### config.mk
export PLATFORM = sky130hd
export DESIGN_NAME = fifo_occ
export DESIGN_NICKNAME = d
export VERILOG_FILES = /design/src/rtl/switch_pkg.sv /design/src/rtl/fifo_ptr.sv /design/src/rtl/fifo_occ.sv
export SDC_FILE = /design/constraint.sdc
export NUM_CORES = 1
export LEC_CHECK = 0
export BUFFER_PORTS_ARGS = -buffer_cell sky130_fd_sc_hd__buf_4
export CORE_ASPECT_RATIO = 1.25
export CORE_MARGIN = 2
export CORE_UTILIZATION = 65
export DETAILED_ROUTE_END_ITERATION = 16
export HOLD_SLACK_MARGIN = 0.12
export PLACE_DENSITY = 0.89
export SLEW_MARGIN = 20
export SYNTH_ARGS = -nofsm -noshare
export SYNTH_HDL_FRONTEND = slang
export SYNTH_HIERARCHICAL = 1
export SYNTH_SLANG_ARGS = --single-unit
### constraint.sdc
create_clock -name clk -period 4.98 [get_ports clk]
set_clock_uncertainty 0.05 [all_clocks]
set_input_delay 0.249 -clock clk [delete_from_list [all_inputs] [get_ports clk]]
set_output_delay 0.249 -clock clk [all_outputs]
set_load 0.03 [all_outputs]
### src/rtl/switch_pkg.sv
// Shared constants and pointer-wrap helper for the switch port FIFOs.
package switch_pkg;

  localparam int FIFO_DEPTH_DEF = 64;
  localparam int FIFO_WIDTH_DEF = 8;

  // Wraps at depth-1 so any depth works, not just powers of two.
  function automatic int unsigned ptr_inc(input int unsigned ptr, input int unsigned depth);
    return (ptr == depth - 1) ? 0 : ptr + 1;
  endfunction

endpackage

### src/rtl/fifo_ptr.sv
// Wrapping pointer counter with synchronous clear; one instance each for write and read.
module fifo_ptr
  import switch_pkg::*;
#(
  parameter int DEPTH = FIFO_DEPTH_DEF,
  parameter int PW    = $clog2(DEPTH)
) (
  input  logic          clk,
  input  logic          rst_n,
  input  logic          inc,
  input  logic          clr,
  output logic [PW-1:0] ptr
);

  logic [PW-1:0] r_ptr;

  always_ff @(posedge clk or negedge rst_n) begin
    if (!rst_n)     r_ptr <= '0;
    else if (clr)   r_ptr <= '0;
    else if (inc)   r_ptr <= PW'(ptr_inc(32'(r_ptr), DEPTH));
  end

  assign ptr = r_ptr;

endmodule

### src/rtl/fifo_occ.sv
// Single-clock port FIFO with occupancy count, level flags, sticky errors and flush.
// Define FIFO_FWFT_EN for first-word-fall-through reads; default is a registered read.
module fifo_occ
  import switch_pkg::*;
#(
  parameter  int DEPTH    = FIFO_DEPTH_DEF,
  parameter  int W_WIDTH  = FIFO_WIDTH_DEF,
  parameter  int AF_LEVEL = 56,
  parameter  int AE_LEVEL = 8,
  localparam int CW       = $clog2(DEPTH + 1)
) (
  input  logic               clk,
  input  logic               rst_n,
  input  logic               flush,
  input  logic               wr_en,
  input  logic [W_WIDTH-1:0] data_in,
  input  logic               rd_en,
  output logic [W_WIDTH-1:0] data_out,
  output logic               rd_valid,
  output logic               full,
  output logic               empty,
  output logic               almost_full,
  output logic               almost_empty,
  output logic [CW-1:0]      count,
  output logic               overflow,
  output logic               underflow,
  input  logic               err_clr
);

  localparam int            PW    = $clog2(DEPTH);
  localparam logic [CW-1:0] C_DEP = CW'(DEPTH);
  localparam logic [CW-1:0] C_AF  = CW'(AF_LEVEL);
  localparam logic [CW-1:0] C_AE  = CW'(AE_LEVEL);

  logic [W_WIDTH-1:0] r_mem [DEPTH];
  logic [PW-1:0]      w_wr_ptr, w_rd_ptr;
  logic [CW-1:0]      r_count, w_next_count;
  logic               r_full, r_empty, r_af, r_ae, r_ovf, r_udf;
  logic               w_wr_acc, w_rd_acc, w_wr_rej, w_rd_rej;

  // A flush cycle swallows any request without accepting it or flagging an error.
  always_comb begin
    w_wr_acc     = wr_en & ~r_full  & ~flush;
    w_rd_acc     = rd_en & ~r_empty & ~flush;
    w_wr_rej     = wr_en &  r_full  & ~flush;
    w_rd_rej     = rd_en &  r_empty & ~flush;
    w_next_count = r_count;
    if (flush)                      w_next_count = '0;
    else if (w_wr_acc && !w_rd_acc) w_next_count = r_count + 1'b1;
    else if (w_rd_acc && !w_wr_acc) w_next_count = r_count - 1'b1;
  end

  fifo_ptr #(.DEPTH(DEPTH), .PW(PW)) u_wr_ptr (
    .clk(clk), .rst_n(rst_n), .inc(w_wr_acc), .clr(flush), .ptr(w_wr_ptr)
  );

  fifo_ptr #(.DEPTH(DEPTH), .PW(PW)) u_rd_ptr (
    .clk(clk), .rst_n(rst_n), .inc(w_rd_acc), .clr(flush), .ptr(w_rd_ptr)
  );

  always_ff @(posedge clk or negedge rst_n) begin
    if (!rst_n) begin
      r_count <= '0;
      r_full  <= 1'b0;
      r_empty <= 1'b1;
      r_af    <= 1'b0;
      r_ae    <= 1'b1;
    end else begin
      r_count <= w_next_count;
      r_full  <= (w_next_count == C_DEP);
      r_empty <= (w_next_count == '0);
      r_af    <= (w_next_count >= C_AF);
      r_ae    <= (w_next_count <= C_AE);
    end
  end

  // A fresh error outranks a same-cycle clear.
  always_ff @(posedge clk or negedge rst_n) begin
    if (!rst_n) begin
      r_ovf <= 1'b0;
      r_udf <= 1'b0;
    end else begin
      r_ovf <= w_wr_rej | (r_ovf & ~err_clr);
      r_udf <= w_rd_rej | (r_udf & ~err_clr);
    end
  end

  always_ff @(posedge clk) begin
    if (w_wr_acc) r_mem[w_wr_ptr] <= data_in;
  end

`ifdef FIFO_FWFT_EN
  assign data_out = r_mem[w_rd_ptr];
  assign rd_valid = ~r_empty;
`else
  logic [W_WIDTH-1:0] r_dout;
  logic               r_rd_valid;

  always_ff @(posedge clk or negedge rst_n) begin
    if (!rst_n) begin
      r_dout     <= '0;
      r_rd_valid <= 1'b0;
    end else begin
      r_rd_valid <= w_rd_acc;
      if (w_rd_acc) r_dout <= r_mem[w_rd_ptr];
    end
  end

  assign data_out = r_dout;
  assign rd_valid = r_rd_valid;
`endif

  assign full         = r_full;
  assign empty        = r_empty;
  assign almost_full  = r_af;
  assign almost_empty = r_ae;
  assign count        = r_count;
  assign overflow     = r_ovf;
  assign underflow    = r_udf;

endmodule

==> flow_metrics.tcl <==
set metrics [dict create \
    critical_path.slowest_cell "sky130_fd_sc_hd__dfrtp_2" \
    reg2reg_to "data_out[4]" \
    timing.reg2reg.worst_path_depth 8 \
    clock_slew_seen_by_the_registers_of_the_worst_setup_and_hold_paths_ps 70 \
    gp_congestion 0.839 \
    mappedNetlistNets 1219 \
    wl_per_cell_um 29.1 \
    min_path_type "in2async" \
    grt_antenna_before_repair 0 \
    critPathArrivalTime_ps 4020 \
    clock_tree_from_tritoncts "built" \
    numClockSinks 546 \
    post_synth_instance_area_um2 21700 \
    final_critical_path_setup_slack_ps 1340 \
    grt_overflow 0 \
    finalHoldViolCount 0 \
    dp_worst_setup_slack_ps 1670 \
    io_pins 36 \
    synth.yosys.seq_area_share_pct 74.7 \
    critPathCaptureType "flip-flop" \
    grt_max_degree 108 \
    timing.final.crit_share_pct 73.2 \
    final_net_count 1255 \
    syn-instance-count 1201 \
    rsz0062_at_grt "false" \
    slew_at_the_pin_with_the_worst_max_slew_slack_ps 1050 \
    cts_htree_levels 2 \
    yosys_register_bits 546 \
    buffer_depth_of_the_longest_clock_path 3 \
    yosys_warnings 6 \
    cellPowerDensity_nw_per_um2 409 \
    ff2ff_setup_slack_ps 1340 \
    numCtsBuffers 49 \
    worstPathRequired_ps 5360 \
    run_status "complete, no violations" \
    report.final.slew_viol_count 0 \
    port_buffers 35 \
    layout-drive-gt1-share_pct 16.7 \
    gates_resized_cts_repair 0 \
    setup_viol_count_final 0 \
    crit_path_start "u_rd_ptr/ptr[4]" \
    ant_nets 0 \
    crit_chain "buf_4, nor2b_2, buf_4, a22oi_1, nand2_1, o22ai_1, o21ai_0, nand3_1" \
    antenna_cells 0 \
    vias_per_cell 6.99 \
    half_perimeter_wire_length_after_detailed_placement_mm 27.4 \
    die_area_um2 34900 \
    post-route-min-period_ps 3640 \
    post-route-drc-count 0 \
    num_vias 11800 \
    placed_cells 1598 \
    route.final.wire_length_mm 49.3 \
    timing.max_cap.violations 0 \
    design.core.area_um2 32800 \
    irDropWorstVdd_mv 0.376 \
    detailedRoute.firstPassIterationCount 8 \
    path_max_fanout 46 \
    grt_first_pass_wirelength_mm 74.0 \
    die_x_um 168 \
    first_global_vias 11900 \
    detailedRoute.firstIterationViolations 1458 \
    synthToLayoutAreaGrowth_pct 10.8 \
    worstSetupStartpointType "flip-flop" \
    cts.repair_timing.setup_buffer_count 0 \
    synth.lib_cells_used.distinct 51 \
    max_slew_margin_pct 30.2 \
    avgSynthCellArea_um2 18.1 \
    crit_type "reg2reg" \
    die_h_um 208 \
    crit_path_max_incr_delay_ps 820 \
    initial_core_util_pct 66.3 \
    cts_hold_repair.buffers 6 \
    leakage_power_figure_nw 7.42 \
    final-instance-count-excl-fill 1694 \
    timing.rr.start "u_rd_ptr/ptr[4]" \
    gr-usage-all-layers_pct 28.8 \
    summed_negative_setup_slack_over_all_endpoints_ps 0 \
    num_rows 74 \
    clock.fmax_mhz 274 \
    hold_slack_ps 128 \
    cpMostUsedCell "sky130_fd_sc_hd__buf_4" \
    clock_root_buffer "sky130_fd_sc_hd__clkbuf_16" \
    clk_latency_ps 580 \
]
## metal layers
metal | track usage (%) | wire length, µm
met1 | 36.2 | 16700
met3 | 3.92 | 4300
met4 | 13.9 | 2490
met5 | 0 | 0
met2 | 50.1 | 25900
## layout by cell type (no fill, tap or decap), types with 11 or more instances in the layout
cell type / netlist / final
sky130_fd_sc_hd__nor2b_1: 16 / 14
sky130_fd_sc_hd__a21oi_1: 14 / 14
sky130_fd_sc_hd__edfxtp_1: 512 / 512
sky130_fd_sc_hd__a22oi_1: 75 / 75
sky130_fd_sc_hd__dfrtp_1: 32 / 29
sky130_fd_sc_hd__buf_4: 9 / 43
sky130_fd_sc_hd__o22ai_1: 16 / 16
sky130_fd_sc_hd__clkinv_1: 0 / 11
sky130_fd_sc_hd__mux4_2: 72 / 72
sky130_fd_sc_hd__mux2i_1: 139 / 139
sky130_fd_sc_hd__nand2_1: 56 / 56
sky130_fd_sc_hd__o21ai_0: 14 / 14
sky130_fd_sc_hd__nor2_1: 85 / 84
sky130_fd_sc_hd__clkbuf_16: 0 / 50
sky130_fd_sc_hd__nand3_1: 16 / 16
## worst max-delay path by stage
stage                        endpoint  cells after the start
after floorplan           data_out[0]                      6
after global placement    data_out[7]                      7
after detailed placement  data_out[0]                      8
after CTS                 data_out[4]                      8
after global routing      data_out[4]                      8
final                     data_out[4]                      8
## cells in the mapped netlist (all sizes together)
cell / n / share of area (%)
o21a: 1 / 0.035
nand2: 56 / 0.97
a22oi: 75 / 2.6
xnor2: 2 / 0.081
o22ai: 17 / 0.52
and3: 1 / 0.029
ha: 4 / 0.23
or4: 2 / 0.086
buf: 38 / 1.0
o32ai: 1 / 0.040
nor4b: 2 / 0.11
mux4: 72 / 7.5
nor4: 3 / 0.086
nor2: 85 / 1.5
mux2i: 139 / 6.4
nand3: 18 / 0.46
or3: 3 / 0.086
xor2: 5 / 0.20
a31o: 1 / 0.040
nor3: 5 / 0.12
nand4: 5 / 0.14
a21boi: 2 / 0.069
nor3b: 2 / 0.092
edfxtp: 512 / 71
nand2b: 11 / 0.35
inv: 7 / 0.12
and2: 2 / 0.058
or3b: 3 / 0.12
a31oi: 2 / 0.058
dfstp: 2 / 0.24
a21oi: 14 / 0.32
a211oi: 9 / 0.31
clkbuf: 27 / 0.47
a221oi: 1 / 0.040
nand3b: 7 / 0.24
nor2b: 17 / 0.52
dfrtp: 32 / 3.7
o21ai: 14 / 0.32
or2: 2 / 0.069
## flip-flops by register name, indices dropped and copies added, names as in the netlist, 6 cells and up
| signal | cells |
|---|---|
| count | 7 |
| data_out | 8 |
| r_mem | 512 |
| u_rd_ptr/ptr | 6 |
| u_wr_ptr/ptr | 6 |
## power by group
part / switching (mW) / leakage, nW / internal [mW]
clock network: 1.66 / 0.833 / 2.37
registers: 0.0858 / 5.05 / 5.08
logic: 0.441 / 1.54 / 0.209
## critical path: cells and delay by family, from the launching register on
family / cells / cell delay, ps
AND/OR/NAND/NOR: 3 / 580
AO/OA/AOI/OAI: 3 / 920
buffers and inverters: 2 / 1040
flip-flops: 1 / 820
## cell families after synthesis
family | Yosys count | share of synthesized area [%]
simple gates | 224 | 5.01
compound gates | 137 | 4.35
xor+xnor | 7 | 0.282
fa+ha+maj | 4 | 0.230
mux | 211 | 13.9
buf+inv | 72 | 1.59
flops | 546 | 74.7
## area by class of cell
cell class / count / area, µm²
flip-flops and latches: 546 / 16200
fillers: 1786 / 8690
multi-input cells: 583 / 5180
clock buffers: 55 / 1270
well taps: 418 / 523
clock inverters: 35 / 455
repair buffers: 50 / 403
inverters: 7 / 26.3
## metrics by stage
stage / instance area, µm² / utilization [%] / total power [mW]
after detailed placement: 22300 / 68.0 / 5.88
after CTS: 24100 / 73.5 / 9.85
after floorplan: 21700 / - / 5.59
final: 24100 / 73.5 / 9.84
after global routing: 24100 / 73.5 / 10.0
after global placement: 22300 / 68.0 / 5.86
Power figures use the tool's default switching activity.
